**src/rtl/inport_fifo.sv**
```systemverilog
// Strobe-captured input port buffered in a DEPTH-entry FIFO, head word width-adapted onto BusMuxIn.
// Optional threshold interrupt: define INPORT_FIFO_IRQ_EN to register Irq, otherwise Irq is tied 0.
module inport_fifo #(
  parameter int DATA_WIDTH_IN  = 32,
  parameter int DATA_WIDTH_OUT = 32,
  parameter int DEPTH          = 4,
  parameter bit STROBE_EDGE    = 1'b1,
  parameter bit SIGN_EXT       = 1'b0,
  parameter int IRQ_THRESH     = 1
) (
  input  logic                         Clock,
  input  logic                         Clear_n,
  input  logic                         Strobe,
  input  logic [DATA_WIDTH_IN-1:0]     Input,
  input  logic                         Rd,
  input  logic                         OvrClr,
  output logic [DATA_WIDTH_OUT-1:0]    BusMuxIn,
  output logic                         Empty,
  output logic                         Full,
  output logic [$clog2(DEPTH+1)-1:0]   Count,
  output logic                         Overrun,
  output logic                         Irq
);
  localparam int AW = $clog2(DEPTH);
  localparam int CW = $clog2(DEPTH+1);

  logic [DATA_WIDTH_IN-1:0] mem [DEPTH];
  logic [AW-1:0]            wr_ptr, rd_ptr;
  logic [CW-1:0]            count, count_nxt;
  logic                     strb_q, ovr_q;
  logic                     cap, push, pop, drop;
  logic [DATA_WIDTH_IN-1:0] head;
  logic [DATA_WIDTH_OUT-1:0] head_ext;

  assign Empty = (count == '0);
  assign Full  = (count == CW'(DEPTH));
  assign Count = count;
  assign Overrun = ovr_q;

  assign cap  = STROBE_EDGE ? (Strobe & ~strb_q) : Strobe;
  assign pop  = Rd & ~Empty;
  // a pop in the same cycle frees the slot the push needs
  assign push = cap & (~Full | pop);
  assign drop = cap & Full & ~pop;
  assign count_nxt = count + CW'(push) - CW'(pop);

  always_ff @(posedge Clock) begin
    if (!Clear_n) begin
      wr_ptr <= '0;
      rd_ptr <= '0;
      count  <= '0;
      strb_q <= 1'b0;
      ovr_q  <= 1'b0;
    end else begin
      strb_q <= Strobe;
      count  <= count_nxt;
      if (push) wr_ptr <= wr_ptr + 1'b1;
      if (pop)  rd_ptr <= rd_ptr + 1'b1;
      if (drop)        ovr_q <= 1'b1;
      else if (OvrClr) ovr_q <= 1'b0;
    end
  end

  // storage carries no reset; a push during Clear_n is discarded
  always_ff @(posedge Clock) begin
    if (Clear_n && push) mem[wr_ptr] <= Input;
  end

  assign head = mem[rd_ptr];

  generate
    if (DATA_WIDTH_OUT > DATA_WIDTH_IN) begin : g_wide
      if (SIGN_EXT) begin : g_sx
        assign head_ext = {{(DATA_WIDTH_OUT-DATA_WIDTH_IN){head[DATA_WIDTH_IN-1]}}, head};
      end else begin : g_zx
        assign head_ext = {{(DATA_WIDTH_OUT-DATA_WIDTH_IN){1'b0}}, head};
      end
    end else begin : g_narrow
      assign head_ext = head[DATA_WIDTH_OUT-1:0];
    end
  endgenerate

  assign BusMuxIn = Empty ? '0 : head_ext;

`ifdef INPORT_FIFO_IRQ_EN
  logic irq_q;
  always_ff @(posedge Clock) begin
    if (!Clear_n) irq_q <= 1'b0;
    else          irq_q <= (count_nxt >= CW'(IRQ_THRESH));
  end
  assign Irq = irq_q;
`else
  assign Irq = 1'b0;
`endif

endmodule

```
**config.mk**
```make
export PLATFORM = sky130hd
export DESIGN_NAME = inport_fifo
export DESIGN_NICKNAME = d
export VERILOG_FILES = /design/src/rtl/inport_fifo.sv
export SDC_FILE = /design/constraint.sdc
export NUM_CORES = 1
export LEC_CHECK = 0
export ABC_CLOCK_PERIOD_IN_PS = 2300
export BUFFER_PORTS_ARGS = -buffer_cell sky130_fd_sc_hd__buf_2
export CORE_MARGIN = 3
export CORE_UTILIZATION = 46
export DETAILED_ROUTE_END_ITERATION = 10
export HOLD_SLACK_MARGIN = 0.1
export PLACE_DENSITY = 0.69
export SYNTH_ARGS = -nofsm -noshare
export SYNTH_HDL_FRONTEND = slang
export SYNTH_SLANG_ARGS = --single-unit
```
**constraint.sdc**
```tcl
create_clock -name Clock -period 2.3 [get_ports Clock]
set_input_delay 0.46 -clock Clock [delete_from_list [all_inputs] [get_ports Clock]]
set_output_delay 0.46 -clock Clock [all_outputs]
set_load 0.05 [all_outputs]
```
==> results of run 1 <==
-- worst max-delay path, delay by kind of cell, from the launching register on --
family	cells	cell delay, ps
mux	1	500
buf+inv	3	410
simple gates	1	150
flops	1	390
-- kinds of logic (layout without fill, tap and decap cells) --
logic type	Yosys count	in the layout
compound gates	5	5
xor+xnor	3	3
fa+ha+maj	6	6
buf+inv	15	118
flops	139	139
mux	34	34
other cells	1	2
simple gates	56	56
-- cell usage in the layout (no fill, tap or decap), types with 2 or more instances in the layout --
cell / n
nor2b_2: 17
ha_1: 5
mux4_2: 32
clkinv_1: 3
buf_12: 2
buf_6: 35
clkinvlp_4: 2
a21boi_1: 2
inv_1: 3
nand2b_1: 4
nor2b_4: 12
dfxtp_1: 8
buf_4: 3
and2_1: 6
xnor2_1: 2
clkinv_2: 3
nand2_1: 5
nor2b_1: 3
clkbuf_1: 4
bufinv_16: 2
and3_2: 4
buf_2: 42
mux2i_1: 2
edfxtp_1: 128
dfxtp_2: 2
clkbuf_16: 18
-- synthesized netlist by cell type, types with 3 or more instances --
library cell,instances,area (sq um)
and2_1,6,37.54
and3_1,4,25.02
buf_12,3,60.06
buf_2,4,20.02
dfxtp_1,11,220.2
edfxtp_1,128,3844
ha_1,5,62.56
inv_1,3,11.26
mux4_2,32,720.7
nand2_1,5,18.77
nand2b_1,4,25.02
nor2b_1,21,131.4
nor2b_4,11,151.4
-- power groups by stage --
| stage | clock (W) | combinational [W] | sequential [W] |
|---|---|---|---|
| 2_1_floorplan | 0 | 0.00257 | 0.00308 |
| 3_3_place_gp | 0 | 0.00323 | 0.00302 |
| 3_5_place_dp | 0 | 0.00325 | 0.00303 |
| 4_1_cts | 0.00256 | 0.00388 | 0.00298 |
| 5_1_grt | 0.00268 | 0.00401 | 0.00301 |
| 6_report | 0.00252 | 0.00379 | 0.00300 |
-- state kept, by name, indices dropped and copies added, names as in the netlist, named ones only --
name     cells
Count        3
rd_ptr       2
mem        128
wr_ptr       2
strb_q       1
Overrun      1
-- routing by layer --
layer  track usage (%)  share of wire (%)  wire [microns]
met4             7.121                1.1             110
met2             25.19                 50            4977
met5                 0                  0               0
met1             21.38                 43            4330
met3             5.744                5.4             537
-- cell type report --
type / count / area, sq um / area share [%]
clock inverter: 10 / 101.3 / 1.464
sequential: 139 / 4070 / 58.78
tap: 143 / 178.9 / 2.584
clock buffer: 21 / 440.4 / 6.361
inverter: 3 / 11.26 / 0.1626
multi-input combinational: 105 / 1400 / 20.22
antenna: 1 / 2.502 / 0.03614
timing repair buffer: 84 / 719.4 / 10.39
-- repair_timing --
| action | CTS | global route |
|---|---|---|
| pin swaps | 0 | 0 |
| setup buffers | 3 | 1 |
| hold endpoints to repair | 0 | 0 |
| resized for setup | 61 | 14 |
| setup endpoints to repair | 32 | 34 |
| gates cloned | 3 | 0 |
-- through the flow --
| stage | total power, W | instances |
|---|---|---|
| 2_1_floorplan | 0.005656 | 259 |
| 3_3_place_gp | 0.006255 | 470 |
| 3_5_place_dp | 0.006275 | 470 |
| 4_1_cts | 0.009418 | 507 |
| 5_1_grt | 0.009695 | 505 |
| 6_report | 0.009314 | 506 |
-- how the worst max path moves through the flow --
stage,cells past startpoint,start,endpoint
floorplan,8,Count[1],Count[2]
global placement,9,Rd,Count[2]
detailed placement,9,Rd,Count[2]
CTS,4,register,BusMuxIn[1]
global route,5,Count[1],BusMuxIn[0]
finish,5,register,BusMuxIn[23]
==> flow_summary.yaml, run 1 <==
timing:
  final.setup.worst_slack_ps: -11.23
  clock_skew_ps: 4.734
  worst_slew_pin_slew_ps: 878.2
  min_period_ps: 2311
  drv_slew: 0
  final-hold-violation-count: 0
  max_freq_mhz: 432.7
  fin_setup_tns_ps: -11.71
  relSlewSlack_pct: 41.45
  grt_setup_unrepaired: "yes"
  setup_viol: 2
  fin_crit_sh_pct: 100.5
  holdWs_ps: 264.7
power_and_ir_drop:
  seqPwrFrac_pct: 32.2
  power_switching_w: 0.003312
  leakage_nw: 2.418
  internal-power_w: 0.006001
  pwr-share-clk_pct: 27.1
  powerDensity_mw_per_mm2: 1345
  pwr-share-comb_pct: 40.7
  ir_drop_uv: 883.5
  switching_share_pct: 35.56
detailed_routing:
  routed_via_density: 5.259
  wl_per_cell_microns: 19.68
  drt_iter0_markers: 138
  first_pass_iters: 4
  ant_nets: 0
  drt_wl_total_microns: 9956
  drc: 0
  vias: 2661
synthesis:
  synth_top_family_by_area: "multiplexers"
  synth-edff-count: 128
  synth_nets: 302
  yosys_warnings: 0
  synth_seq_area_share_pct: 73.55
  ys_types: 30
  netlist_area_sq_mm: 0.005525
  syn_inst: 259
  synthFlopType: "edfxtp_1"
  synth_xor_xnor_area_share_pct: 0.4755
  yosys.area_share.simple_pct: 7.971
  synth_compound_area_share_pct: 0.7699
  ys_ff_latch: 139
  syn-mean-instance-area_sq_um: 21.33
  synthAdderAreaFrac_pct: 1.495
  synthMuxAreaShare_pct: 13.41
  synthArstFlopShare_pct: 0
placement:
  pre_cts_slack_ps: 15.16
  dpl.hpwl_microns: 5556
  placed_area_sq_mm: 0.006095
  gp_congestion: 0.7429
  numPortBuffers: 74
clock_network:
  worstSkewPairLatency_ps: 410
  root_buffer: "clkbuf_16"
  cts.clk_slew.worst_paths_ps: 60
  cts.sinks: 139
  hold_buffers: 0
  cts_buffer_depth: 2
  htree_levels: 4
  cts_buffers: 17
  cts_tree: "built"
worst_setup_path:
  path_max_fanout: 8
  crit_chain: "buf_12 > buf_16 > mux4_2 > nor2b_4 > buf_6"
  crit_path_start_kind: "register"
  worstSetupEndpointType: "output port"
  rr_startpoint: "Count[2]"
  rr_endpoint: "Count[2]"
  worstPathRequired_ps: 1840
  slowest_stage: "mux4_2"
  crit_type: "reg -> out"
  cpPeakStageDelay_ps: 500
  reg2reg_slack_ps: 90
  r2r_cells: 8
  crit_arrival_ps: 1850
global_route:
  grt_max_degree: 36
  grt_pass1_wl_microns: 15440
  grt_usage_pct: 16.39
  grt_pass1_vias: 2779
  antenna_found_initial: 0
  grt-ovfl-total: 0
min_path:
  hold_class: "in -> reg"
  hold_end: "mem[3][8]"
  hp-start: "Input[8]"
  hold-path-cell-count: 1
cells_and_area:
  area_delta_synth_final_pct: 25.32
  fin_area_sq_mm: 0.006924
  fillers: 855
  drive_gt1_share_pct: 50.00
  post-route-util_pct: 59.87
  layout.nets: 393
die:
  die_h_microns: 115.6
  core-area_sq_mm: 0.01156
  io_pins: 76
  start_util_pct: 47.78
  fp.dieW_microns: 115.6
  dieArea_sq_mm: 0.01336
  std_cell_rows: 39
run_status:
  failed_checks: "setup timing"
  status: "finished, violations left"
run:
  maxCapViolCount: 0
Note: power is estimated with default switching activity, not from simulation.
==> inputs of run 2 (changes only) <==
- CTS_CLUSTER_SIZE: default -> 20
- SETUP_SLACK_MARGIN: default -> 0.5
==> flow_summary.yaml, run 2 (synthesis gave the netlist of run 1 again) <==
clock_network:
  root_buffer: "clkbuf_16"
  worstSkewPairLatency_ps: 410
  cts.sinks: 139
  cts_tree: "built"
  htree_levels: 4
  cts_buffers: 17
  hold_buffers: 0
  cts_buffer_depth: 2
  cts.clk_slew.worst_paths_ps: 60
worst_setup_path:
  crit_type: "reg -> out"
  crit_arrival_ps: 1880
  path_max_fanout: 5
  worstSetupEndpointType: "output port"
  r2r_cells: 8
  crit_path_start_kind: "register"
  worstPathRequired_ps: 1840
cells_and_area:
  fin_area_sq_mm: 0.007410
  top_register: "mem"
  drive_gt1_share_pct: 56.46
  largest_reg_flops: 128
  layout.nets: 409
  area_delta_synth_final_pct: 34.10
  num_antenna_cells: 0
  fillers: 764
  final_cell_mix: "edfxtp_1, buf_2, buf_6"
  final_common_cell: "edfxtp_1"
detailed_routing:
  first_pass_iters: 4
  drc: 0
  ant_nets: 0
  drt_wl_total_microns: 10670
  wl_per_cell_microns: 20.45
  routed_via_density: 5.284
  vias: 2758
  drt_iter0_markers: 268
placement:
  dpl.hpwl_microns: 5960
  placed_area_sq_mm: 0.006255
  pre_cts_slack_ps: 104.0
  numPortBuffers: 74
  gp_congestion: 0.6813
run:
  maxCapViolCount: 0
timing:
  max_freq_mhz: 428.2
  final.setup.worst_slack_ps: -35.13
  setup_viol: 16
  holdWs_ps: 265.1
  clock_skew_ps: 9.086
  grt_setup_unrepaired: "yes"
  min_period_ps: 2335
  final-hold-violation-count: 0
  drv_slew: 0
  fin_crit_sh_pct: 101.5
die:
  fp.dieW_microns: 115.6
  die_h_microns: 115.6
  io_pins: 76
  core-area_sq_mm: 0.01156
  std_cell_rows: 39
  start_util_pct: 47.78
  dieArea_sq_mm: 0.01336
global_route:
  grt_usage_pct: 17.56
  grt_pass1_vias: 2994
  grt_max_degree: 21
  antenna_found_initial: 0
  grt_pass1_wl_microns: 16770
  grt-ovfl-total: 0
min_path:
  hold-path-cell-count: 1
  hold_class: "in -> reg"
run_status:
  status: "finished, violations left"
  failed_checks: "setup timing"
power_and_ir_drop:
  leakage_nw: 2.674
  ir_drop_uv: 1166
  powerDensity_mw_per_mm2: 1385
-- run 2: changes by cell type in the layout (fill, tap and decap cells not counted), moves of 3 or more --
cell / previous run / this run
buf_4: 3 / 12
nor2b_4: 12 / 30
clkinv_4: 0 / 3
buf_12: 2 / 8
dfxtp_4: 1 / 4
nor2b_2: 17 / 2
clkbuf_1: 4 / 1
nor2b_1: 3 / 0
-- run 2: final timing paths --
| path | start | to | slack [ps] |
|---|---|---|---|
| max | register | BusMuxIn[1] | -40 |
| min | Input[13] | mem[1][13] | 270 |
| max reg2reg | Count[2] | Count[2] | 250 |
| min reg2reg | rd_ptr[1] | register | 490 |
-- run 2: what timing repair did --
item / 4_1_cts / 5_1_grt
gates resized for setup: 71 / 27
buffers inserted: 5 / 1
endpoints found under the setup margin: 35 / 35
pin swaps: 1 / 1
cloned: 5 / 0
-- run 2: critical path: stages, from the launching register on --
cell and delay, ps:
dfxtp_4 400, buf_12 130, buf_16 120, mux4_2 500, nor2b_4 150, buf_8 150
-- run 2: layout make-up --
type | count | area, sq um | share of cell area (%)
flip-flops and latches | 139 | 4080 | 55.07
multi-input cells | 105 | 1550 | 20.92
repair buffers | 100 | 989.7 | 13.36
clock buffers | 18 | 429.2 | 5.792
well taps | 143 | 178.9 | 2.415
clock inverters | 14 | 170.2 | 2.297
inverters | 3 | 11.26 | 0.1520
-- run 2: stage by stage --
stage	power, W	util [%]	TNS (ps)	instances
after floorplan	0.005730	-	0	259
after global placement	0.006333	54.08	0	479
after detailed placement	0.006369	54.08	0	479
after CTS	0.01008	62.92	-505.1	521
after global routing	0.01066	64.07	-1692	522
final	0.01026	64.07	-216.8	522
-- run 2: report_power, final --
part	total, W	switching, W	leakage (nW)	internal (W)
sequential	0.00303	0.000126	1.25	0.00290
combinational	0.00452	0.00247	1.14	0.00205
clock	0.00271	0.00101	0.284	0.00171
-- run 2: per-layer routing --
layer	vias up	part of all wire, %	GRT usage (%)	wire [microns]
li1	1241	-	-	-
met1	1441	41	21.62	4406
met4	0	0.23	5.947	25
met2	74	54	29.86	5780
met5	-	0	0	0
met3	2	4.3	5.222	461
==> inputs of run 3 (changes only) <==
- CORE_ASPECT_RATIO: default -> 0.5
- HOLD_SLACK_MARGIN: 0.1 -> default
==> flow_summary.yaml, run 3 (synthesis gave the netlist of run 1 again) <==
cells_and_area:
  top_register: "mem"
  largest_reg_flops: 128
  multiInputGateArea_sq_mm: 0.001602
  fillers: 730
  drive_gt1_share_pct: 57.69
  final_cell_mix: "edfxtp_1, buf_2, buf_6"
  regArea_sq_mm: 0.004080
  fin_cells: 549
  area_delta_synth_final_pct: 38.86
  layout.nets: 420
  final_common_cell: "edfxtp_1"
  fin_area_sq_mm: 0.007672
  num_antenna_cells: 0
clock_network:
  root_buffer: "clkbuf_16"
  cts.clk_slew.worst_paths_ps: 60
  cts_buffer_depth: 2
  hold_buffers: 0
  worstSkewPairLatency_ps: 420
  htree_levels: 4
  cts.sinks: 139
  cts_tree: "built"
  cts_buffers: 17
placement:
  dpl.hpwl_microns: 5618
  placed_cells: 485
  placed_area_sq_mm: 0.006162
  numPortBuffers: 74
  pre_cts_slack_ps: 102.3
  gp_congestion: 0.7565
run_status:
  failed_checks: "setup timing"
  status: "finished, violations left"
global_route:
  antenna_found_initial: 1
  grt_pass1_vias: 3178
  grt_usage_pct: 18.25
  grt-ovfl-total: 0
  grt_max_degree: 33
  grt_pass1_wl_microns: 17860
min_path:
  hold_class: "in -> reg"
timing:
  min_period_ps: 2363
  fin_crit_sh_pct: 102.7
  max_freq_mhz: 423.3
  final.setup.worst_slack_ps: -62.58
  clock_skew_ps: 9.926
  final-hold-violation-count: 0
  drv_slew: 0
  setup_viol: 19
  holdWs_ps: 258.3
  grt_setup_unrepaired: "yes"
die:
  die_h_microns: 83.50
  dieArea_sq_mm: 0.01344
  core-area_sq_mm: 0.01135
  io_pins: 76
  fp.dieW_microns: 161.0
  start_util_pct: 48.68
  std_cell_rows: 27
detailed_routing:
  drt_wl_total_microns: 12410
  vias: 2899
  ant_nets: 0
  first_pass_iters: 4
  wl_per_cell_microns: 22.61
  drc: 0
  drt_iter0_markers: 193
  routed_via_density: 5.281
worst_setup_path:
  crit_type: "reg -> out"
  crit_chain: "buf_12 > buf_12 > mux4_2 > nor2b_4 > buf_6"
  crit_path_start_kind: "register"
  path_max_fanout: 7
  cpPeakStageDelay_ps: 530
  crit_arrival_ps: 1900
  cp_num_buf_inv: 3
  cpLargestDelayFamily: "multiplexers"
  path_common_cell: "buf_12"
  worstPathRequired_ps: 1840
  slowest_stage: "mux4_2"
  worstSetupEndpointType: "output port"
power_and_ir_drop:
  power.total_w: 0.01068
  powerDensity_mw_per_mm2: 1392
  leakage_nw: 2.737
  ir_drop_uv: 1117
run:
  maxCapViolCount: 0
run 3: path summary, 6_finish.rpt:
path | startpoint | endpoint | slack [ps] | cells after the start
worst max-delay path | register | BusMuxIn[17] | -60 | 5
worst min-delay path | Input[17] | mem[2][17] | 260 | 1
worst max register to register | Count[2] | Count[2] | 240 | 8
worst min register to register | Overrun | Overrun | 470 | 2
run 3: final cells by class:
cell class              count  area share, %
repair buffers            107          15.36
clock inverters            13          2.202
flip-flops and latches    139          53.18
multi-input cells         109          20.87
well taps                 159          2.593
clock buffers              19          5.643
inverters                   3         0.1468
run 3: worst register-to-register path, delay by kind of cell, from the launching register on:
family | cells | cell delay [ps]
DFF | 1 | 370
adders and majority gates | 2 | 500
and+or+nand+nor | 2 | 320
xor gates and xnor gates | 2 | 280
AOI/OAI and AO/OA | 2 | 500
run 3: power by group:
part	total, W	switching [W]	leakage (nW)	internal [W]
Combinational	0.00491	0.00261	1.21	0.00230
Clock	0.00274	0.00103	0.280	0.00171
Sequential	0.00302	0.000118	1.25	0.00290
run 3: routing by layer:
layer  routed length, microns  vias to the layer above  part of all wire, %  GRT usage, %
li1                         -                     1276                    -             -
met2                     6284                      105                   51         31.21
met3                      729                       25                  5.9         4.906
met1                     5133                     1491                   41         22.05
met5                        7                        -                0.056             0
met4                      260                        2                  2.1         7.884
run 3: metrics by stage:
| stage | TNS, ps | util (%) |
|---|---|---|
| 3_5_place_dp | 0 | 54.29 |
| 6_report | -548.1 | 67.59 |
| 5_1_grt | -1977 | 67.59 |
| 2_1_floorplan | 0 | - |
| 3_3_place_gp | 0 | 54.29 |
| 4_1_cts | -638.8 | 65.15 |
run 3: repair_timing:
| item | CTS | global route |
|---|---|---|
| cloned | 7 | 3 |
| setup endpoints to repair | 163 | 132 |
| buffers inserted | 10 | 12 |
| resized for setup | 102 | 20 |
| pin swaps | 8 | 5 |
